**config.mk**
```make
export PLATFORM = sky130hd
export DESIGN_NAME = multi_debounce
export DESIGN_NICKNAME = d
export VERILOG_FILES = /design/src/rtl/debounce_pkg.sv /design/src/rtl/debounce_chan.sv /design/src/rtl/multi_debounce.sv
export SDC_FILE = /design/constraint.sdc
export NUM_CORES = 1
export LEC_CHECK = 0
export CAP_MARGIN = 20
export CORE_UTILIZATION = 45
export DETAILED_ROUTE_END_ITERATION = 12
export PLACE_DENSITY = 0.64
export SYNTH_ARGS = -nofsm -noshare
export SYNTH_HDL_FRONTEND = slang
export SYNTH_SLANG_ARGS = --single-unit
```
**constraint.sdc**
```tcl
create_clock -name clk -period 1.83 [get_ports clk]
set_input_delay 0.366 -clock clk [delete_from_list [all_inputs] [get_ports clk]]
set_output_delay 0.366 -clock clk [all_outputs]
set_load 0.005 [all_outputs]
```
**src/rtl/debounce_pkg.sv**
```systemverilog
// Shared constants and helpers for the multi-channel debouncer.
package debounce_pkg;

    localparam int unsigned DEF_CHANNELS      = 4;
    localparam int unsigned DEF_STABLE_CYCLES = 16;

    // Width of a counter that must reach STABLE_CYCLES-1; never narrower than 1 bit.
    function automatic int unsigned cnt_w(input int unsigned stable);
        return (stable < 1) ? 1 : $clog2(stable + 1);
    endfunction

endpackage

```
**src/rtl/debounce_chan.sv**
```systemverilog
// One debounce channel: 2-flop synchroniser, stability counter, registered
// output level and one-cycle rise/fall strobes.
module debounce_chan
    import debounce_pkg::*;
#(
    parameter int unsigned STABLE_CYCLES = DEF_STABLE_CYCLES,
    parameter logic        RESET_VAL     = 1'b0
) (
    input  logic clk,
    input  logic rst_n,
    input  logic i_in,
    input  logic i_sample_en,
    output logic o_out,
    output logic o_rise,
    output logic o_fall
);

    localparam int unsigned     CW   = cnt_w(STABLE_CYCLES);
    localparam logic [CW-1:0]   LAST = CW'(STABLE_CYCLES - 1);
    localparam logic [CW-1:0]   ONE  = CW'(1);

    logic          r_sync0;
    logic          r_sync1;
    logic          r_out;
    logic          r_rise;
    logic          r_fall;
    logic [CW-1:0] r_cnt;

    // Synchronise the raw input every cycle, independent of the sample qualifier.
    always_ff @(posedge clk or negedge rst_n) begin
        if (!rst_n) begin
            r_sync0 <= RESET_VAL;
            r_sync1 <= RESET_VAL;
        end else begin
            r_sync0 <= i_in;
            r_sync1 <= r_sync0;
        end
    end

    // Qualify a new level: any return to the current output restarts the count,
    // even on cycles without a sample tick.
    always_ff @(posedge clk or negedge rst_n) begin
        if (!rst_n) begin
            r_out  <= RESET_VAL;
            r_cnt  <= '0;
            r_rise <= 1'b0;
            r_fall <= 1'b0;
        end else begin
            r_rise <= 1'b0;
            r_fall <= 1'b0;
            if (r_sync1 == r_out) begin
                r_cnt <= '0;
            end else if (i_sample_en && (r_cnt == LAST)) begin
                r_out  <= r_sync1;
                r_cnt  <= '0;
                r_rise <= r_sync1;
                r_fall <= ~r_sync1;
            end else if (i_sample_en) begin
                r_cnt <= r_cnt + ONE;
            end
        end
    end

    assign o_out  = r_out;
    assign o_rise = r_rise;
    assign o_fall = r_fall;

endmodule

```
**src/rtl/multi_debounce.sv**
```systemverilog
// Multi-channel debouncer: one debounce_chan per input channel.
// Optional macro DEBOUNCE_IRQ_EN adds sticky change flags and an interrupt.
module multi_debounce
    import debounce_pkg::*;
#(
    parameter int unsigned          CHANNELS      = DEF_CHANNELS,
    parameter int unsigned          STABLE_CYCLES = DEF_STABLE_CYCLES,
    parameter logic [CHANNELS-1:0]  RESET_VAL     = '0
) (
    input  logic                clk,
    input  logic                rst_n,
    input  logic [CHANNELS-1:0] in,
    input  logic                sample_en,
    output logic [CHANNELS-1:0] out,
    output logic [CHANNELS-1:0] rise,
    output logic [CHANNELS-1:0] fall
`ifdef DEBOUNCE_IRQ_EN
    ,
    input  logic [CHANNELS-1:0] irq_mask,
    input  logic [CHANNELS-1:0] chg_clr,
    output logic [CHANNELS-1:0] chg,
    output logic                irq
`endif
);

    for (genvar g = 0; g < CHANNELS; g++) begin : g_chan
        debounce_chan #(
            .STABLE_CYCLES (STABLE_CYCLES),
            .RESET_VAL     (RESET_VAL[g])
        ) u_chan (
            .clk         (clk),
            .rst_n       (rst_n),
            .i_in        (in[g]),
            .i_sample_en (sample_en),
            .o_out       (out[g]),
            .o_rise      (rise[g]),
            .o_fall      (fall[g])
        );
    end

`ifdef DEBOUNCE_IRQ_EN
    logic [CHANNELS-1:0] r_chg;
    logic                r_irq;
    logic [CHANNELS-1:0] w_chg_next;

    // A strobe sets the sticky flag; a set in the same cycle overrides a clear.
    always_comb begin
        w_chg_next = (r_chg & ~chg_clr) | rise | fall;
    end

    // Register sticky flags and the masked interrupt request.
    always_ff @(posedge clk or negedge rst_n) begin
        if (!rst_n) begin
            r_chg <= '0;
            r_irq <= 1'b0;
        end else begin
            r_chg <= w_chg_next;
            r_irq <= |(w_chg_next & irq_mask);
        end
    end

    assign chg = r_chg;
    assign irq = r_irq;
`endif

endmodule
```
# Yosys cells after proc, flatten, opt, wreduce, memory -nomap -nowiden

Index checks and enable logic that the tools add are counted.

Bits in registers: 40
Input port bits: 7
Output and inout bits: 12
Word-level logic and storage cells: 84

Add/sub/neg operators: 4
Equal/unequal tests: 8
Muxes and demuxes: 28
Bitwise logic cells: 8
Reduce and logical (&&, ||, !) cells: 12

Operator list:

| kind                                                | count |
|---|---|
| 2-to-1 mux 5 bit                                    | 12 |
| adder 5 x 1 -> 5 bit, second input constant         | 4 |
| equality test 5 x 4 -> 1 bit, second input constant | 4 |
| 2-to-1 mux 1 bit                                    | 16 |
| nonzero test 3 bit                                  | 4 |
| NOT 1 bit                                           | 8 |
| AND reduction 2 bit                                 | 4 |
| equality test 1 bit                                 | 4 |
| logical AND 1 bit                                   | 4 |

# Longest topological paths before layout

Gate-level depths: netlist of the first run.

Depth in word-level cells: 4
Depth in mapped cells: 5
Depth with buffers taken out: 4

# Cells and area by module

Synthesis of the first run repeated with hierarchy kept, for this count alone.

Cells, all modules: 136
Area total of the unflattened synthesis: 1,701.6 sq um

Modules (own cells, without submodules):

| module        | times used | cells an instance | area each (sq um) | seq. area each (sq um) |
|---|---|---|---|---|
| debounce_chan | 4          | 34                | 425.4             | 250.2 |

# Least setup slack after synthesis of the first run

No wires, ideal clock.

Path kind: flip-flop to flip-flop
Start: register g_chan[0].u_chan.r_cnt[0]
End: register g_chan[0].u_chan.r_out
Data arrival time: 1.194 ns
Required time: 1.705 ns
Setup slack: 0.512 ns
Stages on the path, launching flop included: 5
Path through: dfrtp_1 ha_1 nand4_1 nor2_1 mux2_2

Longest elaborated chain between the ends: 3

RTL lines:

| what                                 | RTL line            | RTL |
|---|---|---|
| start: declaration                   | debounce_chan.sv:27 | `logic [CW-1:0] r_cnt;` |
| start signal: assignment             | debounce_chan.sv:59 | `r_cnt <= r_cnt + ONE;` |
| equality test 5 x 4 -> 1 bit         | debounce_chan.sv:53 | `end else if (i_sample_en && (r_cnt == LAST)) begin` |
| logical AND 1 bit                    | debounce_chan.sv:53 |  |
| AND reduction 2 bit (no source line) | -                   |  |
| end signal: assignment               | debounce_chan.sv:54 | `r_out <= r_sync1;` |
| end: declaration                     | debounce_chan.sv:24 | `logic r_out;` |

No other way between the ends.
A chain may end at the register's enable or synchronous reset.

# Final worst setup path of the first run

Start: register g_chan[2].u_chan.r_out
End: output out[2]

RTL lines:

| what                     | RTL line             | RTL |
|---|---|---|
| start: declaration       | debounce_chan.sv:24  |  |
| start signal: assignment | debounce_chan.sv:54  |  |
| end: declaration         | multi_debounce.sv:14 | `output logic [CHANNELS-1:0] out,` |

No word-level cell between the ends.

==> metrics.md, run 1 <==
| Metric | Value |
|---|---|
| # setup viols final | 0 |
| Crit path buffers/inverters | 1 |
| PortBufs | 18 |
| Achievable clock frequency | 623 MHz |
| Post-synth cell types | 21 |
| Crit Path Category | reg -> out |
| Initial antenna violation count | 0 |
| Gate Count Post-Synth | 151 |
| Core Rows | 22 |
| Layout cells sized above 1 | ~11% |
| Fillers | ~330 |
| Slowest-stage cell, CP | clkdlybuf4s50_1 |
| Post-CTS Setup Repair Bufs | 0 |
| Power Density | 791 nW/um^2 |
| Synth Area in Simple Gates | 18.6% |
| Max Cap Viol | 0 |
| Detailed-route DRC error count | 0 |
| # diodes | 0 |
| Root buffer cell | clkbuf_8 |
| Total power draw | around 1.6 mW |
| DRT Pass-1 Iters | 4 |
| Mean post-synth cell area | about 12 sq um |
| Post-synthesis adder-cell area fraction | 2.87% |
| Clk sinks | 40 |
| Slowest cell delay on critical path | approximately 0.53 ns |
| Filler-free cell count of the finished design | roughly 220 |
| Rel. slew slack | 69.7% |
| Clock skew | 0.00768 ns |
| Final ANT Viol Nets | 0 |
| Seq/Total Area, Yosys | between 50% and 60% |
| Nets | 180 |
| Utilization after layout | a little under three fifths |
| Area leader, netlist | dfrtp_1 |
| RSZ-0062 raised after global routing | false |
| Share of the synthesized area in the top cell type | 57.3% |
| Max Buffers Root-to-Sink | 2 |
| Post-CTS sizing | 0 |
| Setup ws final | 0.226 ns |
| Vias per cell | ~5.2 |
| Slew Limit Fails | 0 |
| Pre-CTS setup slack | 0.0548 ns |
| Most instantiated cells after synthesis | dfrtp_1 (40), buf_4 (12), nand2b_1 (12), nor2_1 (12) |
| Mux cell area share after synthesis | ~2.6% |
| Final instance area | 2040 sq um |
| GRT Total Usage | between 10% and 20% |
| YS warnings | 0 |
| Area of the multi-input gates | around 640 sq um |
| Fin crit period | 1.60 ns |
| Gpl congestion | between 0.7 and 0.8 |
| Synth Flop Type | dfrtp_1 |
| Die area | roughly 4100 sq um |
| Largest net degree at the start of global routing | 33 |
| Mapped Nets | 162 |
| Post-synthesis async set-or-reset flop share | 100% |
| Initial Util | a little under half |
| Worst hold slack | ~0.35 ns |
| Skew-Pair Late Insertion Delay | between 0.2 and 0.3 ns |
| Synth top area cells | dfrtp_1 (57%), buf_4 (5.2%), nand2b_1 (4.3%), nor4b_1 (4.0%), o211ai_1 (3.4%) |
| Drt wl/cell | approximately 13 um |
| Number of flops mapped to enable cells by yosys | 0 |
| Chip Height | roughly 64 um |
| CORE AREA | between 3000 and 4000 sq um |
| Via count | about 1100 |
| Total congestion overflow | 0 |
| Leak | roughly 0.87 nW |
| Seq cells post-synth | 40 |
| Vias in the first global route | about 1100 |
| Critical Path RT | 1.46 ns |
| Crit path launch type | flip-flop |
| Most frequent cell after synthesis | dfrtp_1 |
| Total CTS buffers | 5 |
| Worst-path clk slew | about 0.080 ns |
| Fin. Hold Viols | 0 |
| TritonCTS clock tree | yes |
| Status | complete, no violations |
| Top Ports | 19 |
| Compound-Gate Fraction of Synth Area | around 8.3% |
| Setup Total Neg Slack | 0 ns |
| Reg area | 1000 sq um |
| XOR/XNOR Fraction of Synth Area | 4.01% |
| H-tree Lvls | 2 |
| Crit path DAT | 1.24 ns |
| Crit. End Element | primary output |
| Worst vdd ir | 0.515 mV |
| Cells along the critical path | clkdlybuf4s50_1 |
| Placed instance count | ~210 |
| Hold crit path type | reg -> reg |
| Detailed Place HPWL | approximately 1900 um |
| Layout area overhead | 16.8% |
| DP Area | 1940 sq um |
| Synth Cell Area | 1750 sq um |
| Die width | roughly 64 um |
| Total Routed Length | 2820 um |
| Crit-path leading delay family | buffers and inverters |
| First-pass GRT wire length | about 5000 um |
| Main combinational cell family by area after synthesis | simple AND/OR/NAND/NOR gates |
| DR iter-0 viols | between 70 and 80 |
| Final period utilization | just under 90% |
| Slew of the pin with the lowest slew margin | 0.451 ns |
| Worst-path maximum fanout | 5 |
## state kept, by name, indices dropped and copies added, names as in the netlist
name,count
g_chan.u_chan.o_out,4
g_chan.u_chan.o_rise,4
g_chan.u_chan.r_sync1,4
g_chan.u_chan.r_cnt,20
g_chan.u_chan.r_sync0,4
g_chan.u_chan.o_fall,4
## report_power, final
group          total (mW)  leakage (nW)  internal [mW]  switching [mW]
sequential          0.924         0.535          0.905          0.0190
combinational      0.0920         0.286         0.0445          0.0475
clock               0.598        0.0445          0.306           0.291
total                1.61         0.866           1.26           0.358
## worst paths after layout
check | from | endpoint | slack [ns] | depth (start not counted)
worst max-delay path | g_chan[2].u_chan.o_out | out[2] | 0.23 | 1
worst min-delay path | g_chan[1].u_chan.r_sync0 | g_chan[1].u_chan.r_sync1 | 0.35 | 0
worst max register to register | g_chan[3].u_chan.r_cnt[0] | g_chan[3].u_chan.o_out | 0.53 | 4
worst min register to register | g_chan[1].u_chan.r_sync0 | g_chan[1].u_chan.r_sync1 | 0.35 | 0
max in group asynchronous | rst_n | g_chan[3].u_chan.r_cnt[2] | 0.88 | 3
min in group asynchronous | rst_n | g_chan[2].u_chan.r_cnt[0] | 0.47 | 2
## placed cells by master (no fill, tap or decap), types with 4 or more instances in the layout
| cell type | n |
|---|---|
| dfrtp_1 | 40 |
| clkdlybuf4s50_1 | 17 |
| nand2b_1 | 12 |
| nor2_1 | 12 |
| nor4b_1 | 8 |
| o211ai_1 | 8 |
| nand2_1 | 8 |
| a21oi_1 | 8 |
| clkbuf_8 | 6 |
| buf_4 | 6 |
| nand4_1 | 4 |
| nand3_1 | 4 |
| or3b_1 | 4 |
| xnor2_1 | 4 |
| a31oi_1 | 4 |
| xor2_1 | 4 |
| nor2b_1 | 4 |
| o21ai_0 | 4 |
| mux2_2 | 4 |
| ha_1 | 4 |
## layer usage
layer	wire [um]	GRT usage, %
met1	1310	19.4
met2	1320	26.8
met3	120	5.54
met4	66	8.33
met5	0	0
## cell type report
class / instances / area share [%]
Multi-Input combinational cell: 96 / 31.1
Timing Repair Buffer: 26 / 12.3
Sequential cell: 40 / 49.0
Clock inverter: 1 / 0.368
Tap cell: 48 / 2.94
Clock buffer: 7 / 4.23
## what timing repair did
item,in CTS,in global routing
hold endpoints to repair,10,0
endpoints found under the setup margin,0,0
hold buffers,1,0
## cell families after synthesis
| family | Yosys count |
|---|---|
| buf+inv | 15 |
| simple gates | 56 |
| fa+ha+maj | 4 |
| xor+xnor | 8 |
| mux | 4 |
| flops | 40 |
| compound gates | 24 |
No activity file was read; power rests on OpenSTA's default activity.
==> run 2: changes to the inputs <==
--- a/config.mk
+++ b/config.mk
@@ -9,6 +9,7 @@
 export CORE_UTILIZATION = 45
 export DETAILED_ROUTE_END_ITERATION = 12
 export PLACE_DENSITY = 0.64
+export SLEW_MARGIN = 40
 export SYNTH_ARGS = -nofsm -noshare
 export SYNTH_HDL_FRONTEND = slang
 export SYNTH_SLANG_ARGS = --single-unit
==> results of run 2 <==
Same layout as run 1: the final DEF is identical, and so are final timing and power.
==> run 3: changes to the inputs <==
--- a/config.mk
+++ b/config.mk
@@ -6,6 +6,7 @@
 export NUM_CORES = 1
 export LEC_CHECK = 0
 export CAP_MARGIN = 20
+export CORE_MARGIN = 3
 export CORE_UTILIZATION = 45
 export DETAILED_ROUTE_END_ITERATION = 12
 export PLACE_DENSITY = 0.64
==> metrics.md, run 3 (same netlist as run 1, synthesis figures left out) <==
| Metric | Value |
|---|---|
| Status | complete, no violations |
| Detailed-route DRC error count | 0 |
| Final instance area | roughly 2000 sq um |
| Via count | about 1100 |
| Final period utilization | 88.2% |
| Achievable clock frequency | a little over 600 MHz |
| Max Buffers Root-to-Sink | 2 |
| Crit path buffers/inverters | 1 |
| GRT Total Usage | 14.0% |
| Worst vdd ir | between 0.5 and 0.6 mV |
| Post-CTS sizing | 0 |
| TritonCTS clock tree | yes |
| Clk sinks | 40 |
| Max reg flops | 20 |
| Root buffer cell | clkbuf_8 |
| Power Density | between 800 and 900 nW/um^2 |
| First-pass GRT wire length | 4810 um |
| Post-CTS Setup Repair Bufs | 0 |
| Chip Height | 68.3 um |
| Max Cap Viol | 0 |
| Crit path launch type | flip-flop |
| Final ANT Viol Nets | 0 |
| Slowest-stage cell, CP | clkdlybuf4s50_1 |
| Nets | ~180 |
| Skew-Pair Late Insertion Delay | between 0.2 and 0.3 ns |
| Total CTS buffers | 5 |
| Drt wl/cell | approximately 12 um |
| Crit-path leading delay family | buffers and inverters |
| Vias per cell | between 5 and 6 |
| Fin crit period | between 1.5 and 2 ns |
| Worst-path maximum fanout | 5 |
| Core Rows | 22 |
| PortBufs | 18 |
| Gpl congestion | around 0.77 |
| Slowest cell delay on critical path | about 0.53 ns |
| Critical Path RT | 1.46 ns |
| Initial antenna violation count | 0 |
| Fin. Hold Viols | 0 |
| Crit Path Category | reg -> out |
| Vias in the first global route | ~1100 |
| DRT Pass-1 Iters | 4 |
| Total Routed Length | 2700 um |
| Detailed Place HPWL | ~1800 um |
| Rel. slew slack | just under 70% |
| Crit path DAT | 1.25 ns |
| Slew Limit Fails | 0 |
| Die area | 4660 sq um |
| Initial Util | 47.4% |
| Slew of the pin with the lowest slew margin | roughly 0.48 ns |
| # setup viols final | 0 |
| Reg with most FFs | g_chan.u_chan.r_cnt |
| Largest net degree at the start of global routing | 41 |
| Commonest non-fill, non-tap cells in the layout | dfrtp_1 (40), clkdlybuf4s50_1 (17), nand2b_1 (12), nor2_1 (12) |
| DR iter-0 viols | 137 |
| Leak | ~0.86 nW |
| Layout cells sized above 1 | between 10% and 20% |
| Clock skew | roughly 0.0060 ns |
| Setup Total Neg Slack | 0 ns |
| Hold_buf cts | 0 |
| Hold crit path type | in -> async |
| RSZ-0062 raised after global routing | false |
| Layout area overhead | 16.0% |
| CORE AREA | 3690 sq um |
| Top Ports | 19 |
| DP Area | 1930 sq um |
| Worst-path clk slew | about 0.08 ns |
| Total congestion overflow | 0 |
| # diodes | 0 |
| Cells along the critical path | clkdlybuf4s50_1 |
| Die width | between 60 and 70 um |
| H-tree Lvls | 2 |
| Crit. End Element | primary output |
| Most common cell after layout, fill and taps aside | dfrtp_1 |
==> run 3: where the power goes <==
part / total [mW] / switching (mW) / internal, mW
Clock: 0.611 / 0.307 / 0.305
Combinational: 0.0882 / 0.0464 / 0.0418
Sequential: 0.923 / 0.0183 / 0.905
Total: 1.62 / 0.371 / 1.25
==> run 3: per-stage QoR <==
step,instances,setup slack [ns],power [mW],util (%),hold WS (ns)
4_1_cts,216,0.212,1.64,55.0,0.137
2_1_floorplan,151,0.512,0.985,-,0.0704
3_3_place_gp,208,0.0889,1.02,52.3,0.332
6_report,216,0.217,1.62,55.0,0.120
5_1_grt,216,0.163,1.70,55.0,0.149
3_5_place_dp,208,0.0774,1.03,52.3,0.335
==> run 3: worst paths after layout <==
| kind | startpoint | endpoint | slack, ns | cells after the start |
|---|---|---|---|---|
| min | rst_n | g_chan[2].u_chan.o_fall | 0.12 | 2 |
| max reg2reg | g_chan[1].u_chan.r_cnt[0] | g_chan[1].u_chan.o_out | 0.55 | 4 |
| max in group asynchronous | rst_n | g_chan[3].u_chan.r_cnt[3] | 1.38 | 2 |
| min reg2reg | g_chan[1].u_chan.r_sync0 | g_chan[1].u_chan.r_sync1 | 0.35 | 0 |
| max | g_chan[2].u_chan.o_out | out[2] | 0.22 | 1 |
| min in group clk | g_chan[1].u_chan.r_sync0 | g_chan[1].u_chan.r_sync1 | 0.35 | 0 |
==> run 3: final cells by class <==
| class | instances | area (sq um) |
|---|---|---|
| Fill cell | 322 | 1660 |
| Sequential cell | 40 | 1000 |
| Multi-Input combinational cell | 96 | 636 |
| Timing Repair Buffer | 24 | 233 |
| Clock buffer | 6 | 82.6 |
| Tap cell | 48 | 60.1 |
| Clock inverter | 2 | 15.0 |
==> run 3: per-layer routing <==
layer  part of all wire [%]  up-vias  global-route usage, %
met5                      0        -                      0
met1                     46      541                   18.6
met4                    2.0        0                   6.70
li1                       -      549                      -
met3                    4.3        6                   4.60
met2                     48       17                   20.6
